===== src/rtl/conv3x3_engine.sv =====
// 3x3 signed-kernel convolution with shift or /9 normalise and saturation; CONV_ABS_OUT_EN selects |x| instead of clamp-to-0.
// Latency 3 cycles (multiply, sum, normalise/saturate), 1 window/cycle.
// Backpressure: whole pipeline stalls while the output holds an unaccepted result.
module conv3x3_engine #(
  parameter int DATA_W  = 8,
  parameter int COEF_W  = 8,
  parameter int SHIFT_W = 4
) (
  input  logic                  i_clk,
  input  logic                  i_rst,
  input  logic [9*DATA_W-1:0]   i_pixel_data,
  input  logic                  i_pixel_valid,
  output logic                  o_pixel_ready,
  input  logic                  i_coef_we,
  input  logic [3:0]            i_coef_addr,
  input  logic [COEF_W-1:0]     i_coef_data,
  input  logic                  i_norm_sel,
  input  logic [SHIFT_W-1:0]    i_shift,
  output logic [DATA_W-1:0]     o_result_pixel,
  output logic                  o_result_valid,
  input  logic                  i_result_ready
);

  localparam int PROD_W = DATA_W + COEF_W + 1;
  localparam int SUM_W  = DATA_W + COEF_W + 5;
  localparam logic signed [SUM_W-1:0] NINE = SUM_W'(9);
  localparam logic signed [SUM_W-1:0] MAXV = SUM_W'((1 << DATA_W) - 1);

  logic adv;
  assign adv           = !o_result_valid | i_result_ready;
  assign o_pixel_ready = adv;

  logic signed [COEF_W-1:0] coef [9];

  // Products are registered from the current kernel, so a same-cycle write is seen only by later windows.
  always_ff @(posedge i_clk) begin
    if (i_rst) begin
      for (int k = 0; k < 9; k++) coef[k] <= COEF_W'(1);
    end else if (i_coef_we && i_coef_addr <= 4'd8) begin
      coef[i_coef_addr] <= i_coef_data;
    end
  end

  logic signed [PROD_W-1:0] prod_c [9];
  always_comb begin
    for (int k = 0; k < 9; k++) begin
      prod_c[k] = $signed({{(PROD_W-DATA_W){1'b0}}, i_pixel_data[k*DATA_W +: DATA_W]})
                * $signed({{(PROD_W-COEF_W){coef[k][COEF_W-1]}}, coef[k]});
    end
  end

  logic signed [PROD_W-1:0] s1_prod [9];
  logic                     s1_vld, s1_sel;
  logic [SHIFT_W-1:0]       s1_shift;

  always_ff @(posedge i_clk) begin
    if (i_rst) begin
      s1_vld <= 1'b0;
    end else if (adv) begin
      s1_vld   <= i_pixel_valid;
      s1_prod  <= prod_c;
      s1_sel   <= i_norm_sel;
      s1_shift <= i_shift;
    end
  end

  logic signed [SUM_W-1:0] sum_c;
  always_comb begin
    sum_c = '0;
    for (int k = 0; k < 9; k++) begin
      sum_c = sum_c + {{(SUM_W-PROD_W){s1_prod[k][PROD_W-1]}}, s1_prod[k]};
    end
  end

  logic signed [SUM_W-1:0] s2_sum;
  logic                    s2_vld, s2_sel;
  logic [SHIFT_W-1:0]      s2_shift;

  always_ff @(posedge i_clk) begin
    if (i_rst) begin
      s2_vld <= 1'b0;
    end else if (adv) begin
      s2_vld   <= s1_vld;
      s2_sum   <= sum_c;
      s2_sel   <= s1_sel;
      s2_shift <= s1_shift;
    end
  end

  logic signed [SUM_W-1:0] norm_c, mag_c;
  logic [DATA_W-1:0]       pix_c;

  // Signed division truncates toward zero, matching the /9 rounding rule.
  always_comb begin
    if (s2_sel) norm_c = s2_sum / NINE;
    else        norm_c = s2_sum >>> s2_shift;
    mag_c = norm_c;
    if (norm_c < 0) begin
`ifdef CONV_ABS_OUT_EN
      mag_c = -norm_c;
`else
      mag_c = '0;
`endif
    end
    if (mag_c > MAXV) pix_c = '1;
    else              pix_c = mag_c[DATA_W-1:0];
  end

  always_ff @(posedge i_clk) begin
    if (i_rst) begin
      o_result_valid <= 1'b0;
      o_result_pixel <= '0;
    end else if (adv) begin
      o_result_valid <= s2_vld;
      if (s2_vld) o_result_pixel <= pix_c;
    end
  end

endmodule

===== config.mk =====
export PLATFORM = sky130hd
export DESIGN_NAME = conv3x3_engine
export DESIGN_NICKNAME = d
export VERILOG_FILES = /design/src/rtl/conv3x3_engine.sv
export SDC_FILE = /design/constraint.sdc
export NUM_CORES = 2
export LEC_CHECK = 0
export BUFFER_PORTS_ARGS = -buffer_cell sky130_fd_sc_hd__buf_2
export CAP_MARGIN = 30
export CELL_PAD_IN_SITES_DETAIL_PLACEMENT = 0
export CELL_PAD_IN_SITES_GLOBAL_PLACEMENT = 1
export CORE_MARGIN = 1
export CORE_UTILIZATION = 45
export DETAILED_ROUTE_END_ITERATION = 6
export PLACE_DENSITY_LB_ADDON = 0.08
export RECOVER_POWER = 50
export SLEW_MARGIN = 10
export SYNTH_ARGS = -nofsm -noshare
export SYNTH_HDL_FRONTEND = slang
export SYNTH_SLANG_ARGS = --single-unit
export TNS_END_PERCENT = 10

===== constraint.sdc =====
create_clock -name i_clk -period 21.4 [get_ports i_clk]
set_input_delay 4.28 -clock i_clk [delete_from_list [all_inputs] [get_ports i_clk]]
set_output_delay 4.28 -clock i_clk [all_outputs]
set_load 0.05 [all_outputs]

Yosys cells after proc, flatten, opt, wreduce, memory -nomap -nowiden
Memory sizes are Yosys's and may differ from the RTL's.
Index checks and enable logic that the tools add are counted.
- register bits: 195
- RAM bits: 72
- input port bits: 94
- output and inout port bits: 10
- logic and storage cells: 59
- memories: 1
- add/sub/neg operators: 8
- $mul: 9
- divide/modulo/power cells: 1
- magnitude comparators: 3
- shift operators: 1
- mux-type cells: 11
- bitwise operators: 2
- reductions and logical operators: 5
- memories (name ; words ; bits a word ; read ports ; clocked after Yosys merged registers in ; write ports ; RTL line ; source):
    coef ; 9 ; 8 ; 9 ; 0 ; 9 ; 33 ; logic signed [COEF_W-1:0] coef [9];
- operators with widths (operator ; number):
    $mul 9x8->17 ; 9
    $add 21x21->21 ; 4
    $mux 21 ; 2
    $add 20x17->21 ; 1
    $div 21x5->21 const B ; 1
    $gt 21x9->1 const B ; 1
    $lt 21x1->1 const B ; 1
    $sshr 21x4->21 ; 1
    $add 19x17->20 ; 1
    $add 18x17->19 ; 1
    $add 17x17->18 ; 1
    $mux 8 ; 2
    $reduce_or 8->1 ; 1
    $mux 1 ; 6
    $le 4x4->1 const B ; 1
    $mux 4 ; 1
    $reduce_and 2->1 ; 2
    $logic_and 1x1->1 ; 1
    $logic_not 1->1 ; 1
    $not 1->1 ; 1
    $or 1x1->1 ; 1

Logic depth before layout (Yosys ltp)
- depth after elaboration: 8
- gate-level depth with buffers: 52
- gate-level depth less buffers: 49

Least setup slack after synthesis
No wires, ideal clock.
- kind: input-to-reg
- from: input port i_rst
- to: register s1_prod[0] (netlist bit), enable pin
- setup time: 0.730 ns
- arrival: 12.121 ns
- data required time: 20.670 ns
- slack: 8.549 ns
- stages on the path: 2
- path buffers: 1
- path through: clkbuf_1 nor2_1
- longest elaborated chain between the ends: 2
- RTL lines (what ; RTL line ; source):
    start, declared ; 10 ; input logic i_rst,
    $not 1->1 (no source line) ; n/a ;
    $reduce_and 2->1 (no source line) ; n/a ;
    end signal, assigned ; 61 ; s1_prod <= prod_c;
    end, declared ; 52 ; logic signed [PROD_W-1:0] s1_prod [9];
Every way passes these cells.
A chain may end at the register's enable or synchronous reset.

Worst setup path after layout
- from: register s2_sum[0]
- to: register o_result_pixel[5]
- longest elaborated chain between the ends: 6
- elaborated cells on any way between the ends: 7
- those cells by class: 1 x div; 2 x order compare; 1 x shift; 3 x mux
- RTL lines (what ; RTL line ; source):
    start, declared ; 75 ; logic signed [SUM_W-1:0] s2_sum;
    start signal, assigned ; 84 ; s2_sum <= sum_c;
    $div 21x5->21 or $sshr 21x4->21 (tied branches) ; 95, 96 ;
    $mux 21 (*) ; 95 ; if (s2_sel) norm_c = s2_sum / NINE;
    $lt 21x1->1 ; 98 ; if (norm_c < 0) begin
    $mux 21 (*) ; 98 ;
    $gt 21x9->1 ; 105 ; if (mag_c > MAXV) pix_c = '1;
    $mux 8 (*) ; 105 ;
    end signal, assigned ; 115 ; if (s2_vld) o_result_pixel <= pix_c;
    end, declared ; 19 ; output logic [DATA_W-1:0] o_result_pixel,
Every way passes the cells marked *; elsewhere a longest branch is shown, timed or not.

==> results by group <==
Run status
  • Status: finished with violations
  • Failing checks: capacitance limit, slew limit

Global route
  • Remaining Overflow, GRT: 0
  • Largest net degree at the start of global routing: 71
  • Number of global-route vias before repair: 25500
  • Global-route wire length before repair: 145 mm
  • GRT Resource Usage Total: 23.7%
  • Initial antenna violation count: 6

Clock network
  • Hold-fix buffers at CTS: 0
  • CTS clock-pin slew for the worst setup and hold paths: 0.06 ns
  • Clk Latency, worst-skew pair: 0.60 ns
  • Root Driver: clkbuf_16
  • Clock Tree Buf Depth: 3
  • Clock sink count: 267
  • Post-CTS Resized: 0
  • Setup Buffers After CTS: 0
  • CTS tree: yes
  • CTS Buf Count: 31
  • H-Tree Depth: 1

Floorplan
  • Ports: 104
  • Die footprint: 79200 µm²
  • Height of the die: 281 µm
  • Core footprint: 77300 µm²
  • Initial core utilization: 45.4%
  • Row count: 102
  • Die W: 281 µm

STA
  • Minimum clock period: 13.69 ns
  • Endpoints failing setup: 0
  • Slew Viols, Final: 80
  • Final hold vios: 0
  • Hold_ws: 0.427 ns
  • Clock Skew: 0.0189 ns
  • Relative slew slack: -49.8%
  • Tcrit/Tclk final: 64.0%
  • Sum of negative setup slack: 0 ns
  • RSZ-0062 raised after global routing: false
  • Worst-margin pin slew: 2.24 ns
  • Fmax: 73.0 MHz

Finish
  • Most frequent cells in the layout: inv_1 (611), fa_1 (455), ha_1 (414)
  • P&R area growth vs syn: 7.78%
  • Nets: 4523
  • Layout cells sized above 1: 5.80%
  • Fill cell count: 7286
  • Register area: 7910 µm²
  • Finished Core Util: 49.0%
  • Multi-input gate area: 24800 µm²
  • Most common cell after layout, fill and taps aside: inv_1

Flow run
  • # Max-Cap Violations: 3

Synthesis
  • Yosys cell types: 115
  • Sequential-to-total area share from yosys stat: 22.5%
  • Synthesized Nets: 4418
  • Dominant synthesized flop cell: edfxtp_1
  • Yosys warnings: 0
  • Post-synth EDFFs: 256
  • FFs w/ async S/R, synth: 0%
  • Synth Register Bits: 267
  • Syn Inst Count: 3455
  • Mean Syn Cell Area: 10.2 µm²
  • Netlist Area Pre-Place: 35100 µm²

Placed design
  • GPL Wtd Cong: 0.860
  • PortBufs: 103
  • HPWL Detailed: 74.1 mm

Drt
  • Routed WL per cell: 19.5 µm
  • # DRC: 0
  • Drt pass-1 iters: 5
  • Via/cell ratio: 5.27
  • Antenna viol nets, final: 0
  • DR vias: 24400
  • WL final: 90.2 mm
  • Drt initial violations: 1215

Critical path
  • Worst setup SP type: register
  • CP Max Fanout: 11
  • Worst Path Arrival: 14.07 ns
  • Kind of critical path: reg -> reg
  • Most Frequent Cell on Critical Path: nor2_1
  • CP required: 21.78 ns
  • Slowest-stage cell, CP: nor2_1
  • CP max stage delay: 0.69 ns
  • CP endpoint kind: register

Worst hold path
  • Worst Hold Class: reg -> reg
-- synth_stat cells, types with 67 or more instances --
master	n	share of area (%)
fa_1	455	26
xnor2_1	95	2.4
nand2b_1	67	1.2
xor2_1	68	1.7
and2_1	364	6.5
ha_1	414	15
inv_1	611	6.5
nor2_1	92	0.98
a21oi_1	160	2.3
edfxtp_1	256	22
o21ai_0	86	1.2
nand2_1	294	3.1
-- path summary, 6_finish.rpt --
kind	from	endpoint	slack, ns	cells after the start
hold / removal	s1_shift[0]$_DFFE_PP_	s2_shift[0]$_DFFE_PP_	0.43	0
setup / recovery	s2_sum[0]$_DFFE_PP_	o_result_pixel[5]$_SDFFE_PP0P_	7.71	51
setup reg to reg	s2_sum[0]$_DFFE_PP_	o_result_pixel[5]$_SDFFE_PP0P_	7.71	51
hold reg to reg	s1_shift[0]$_DFFE_PP_	s2_shift[0]$_DFFE_PP_	0.43	0
-- cell type report --
cell class | instances | share of cell area (%)
multi-input combinational | 2531 | 65.4
clock buffer | 36 | 2.10
inverter | 613 | 6.08
clock inverter | 21 | 0.591
antenna | 6 | 0.0396
tap | 1040 | 3.44
timing repair buffer | 116 | 1.52
sequential | 267 | 20.9
-- layer usage --
metal  global-route usage, %  part of all wire (%)  routed length [µm]
met1                    32.6                    45               40600
met2                    41.7                    50               45200
met3                    1.54                   3.5                3130
met4                    3.62                   1.4                1250
met5                       0                     0                   0
-- metrics by stage --
step / cell area [µm²] / setup WS [ns] / cells
global placement: 36900 / 7.21 / 4563
detailed placement: 36900 / 8.05 / 4566
floorplan: 35100 / 8.55 / 3455
finish: 37900 / 7.71 / 4630
global route: 37900 / 6.46 / 4624
CTS: 37900 / 8.03 / 4623
-- state kept, by name, indices dropped and copies added (netlist names) --
signal,cells
coef,72
s2_vld,1
s1_prod,153
s2_sum,21
s2_shift,4
o_result_pixel,8
s1_shift,4
s1_sel,1
s2_sel,1
o_result_valid,1
s1_vld,1
-- critical path, delay by kind of cell, from the launching register on --
| kind | cells | cell delay, ns |
|---|---|---|
| simple gates | 15 | 3.83 |
| compound gates | 25 | 6.75 |
| xor+xnor | 1 | 0.47 |
| mux | 2 | 0.44 |
| fa+ha+maj | 3 | 0.64 |
| flops | 1 | 0.44 |
| buf+inv | 5 | 0.91 |
-- kinds of logic (layout without fill, tap and decap cells) --
kind of cell	after synthesis	after routing	share of synthesized area, %
AOI/OAI and AO/OA	499	499	9.74
xor gates and xnor gates	163	163	4.06
adders and majority gates	870	870	40.7
buffers and inverters	657	786	7.05
DFF	267	267	22.5
muxes	42	42	1.48
other	0	6	0
and+or+nand+nor	957	957	14.5
Power is not shown: default switching activity piles up to over one toggle a cycle in this logic, so the estimate is an artifact.
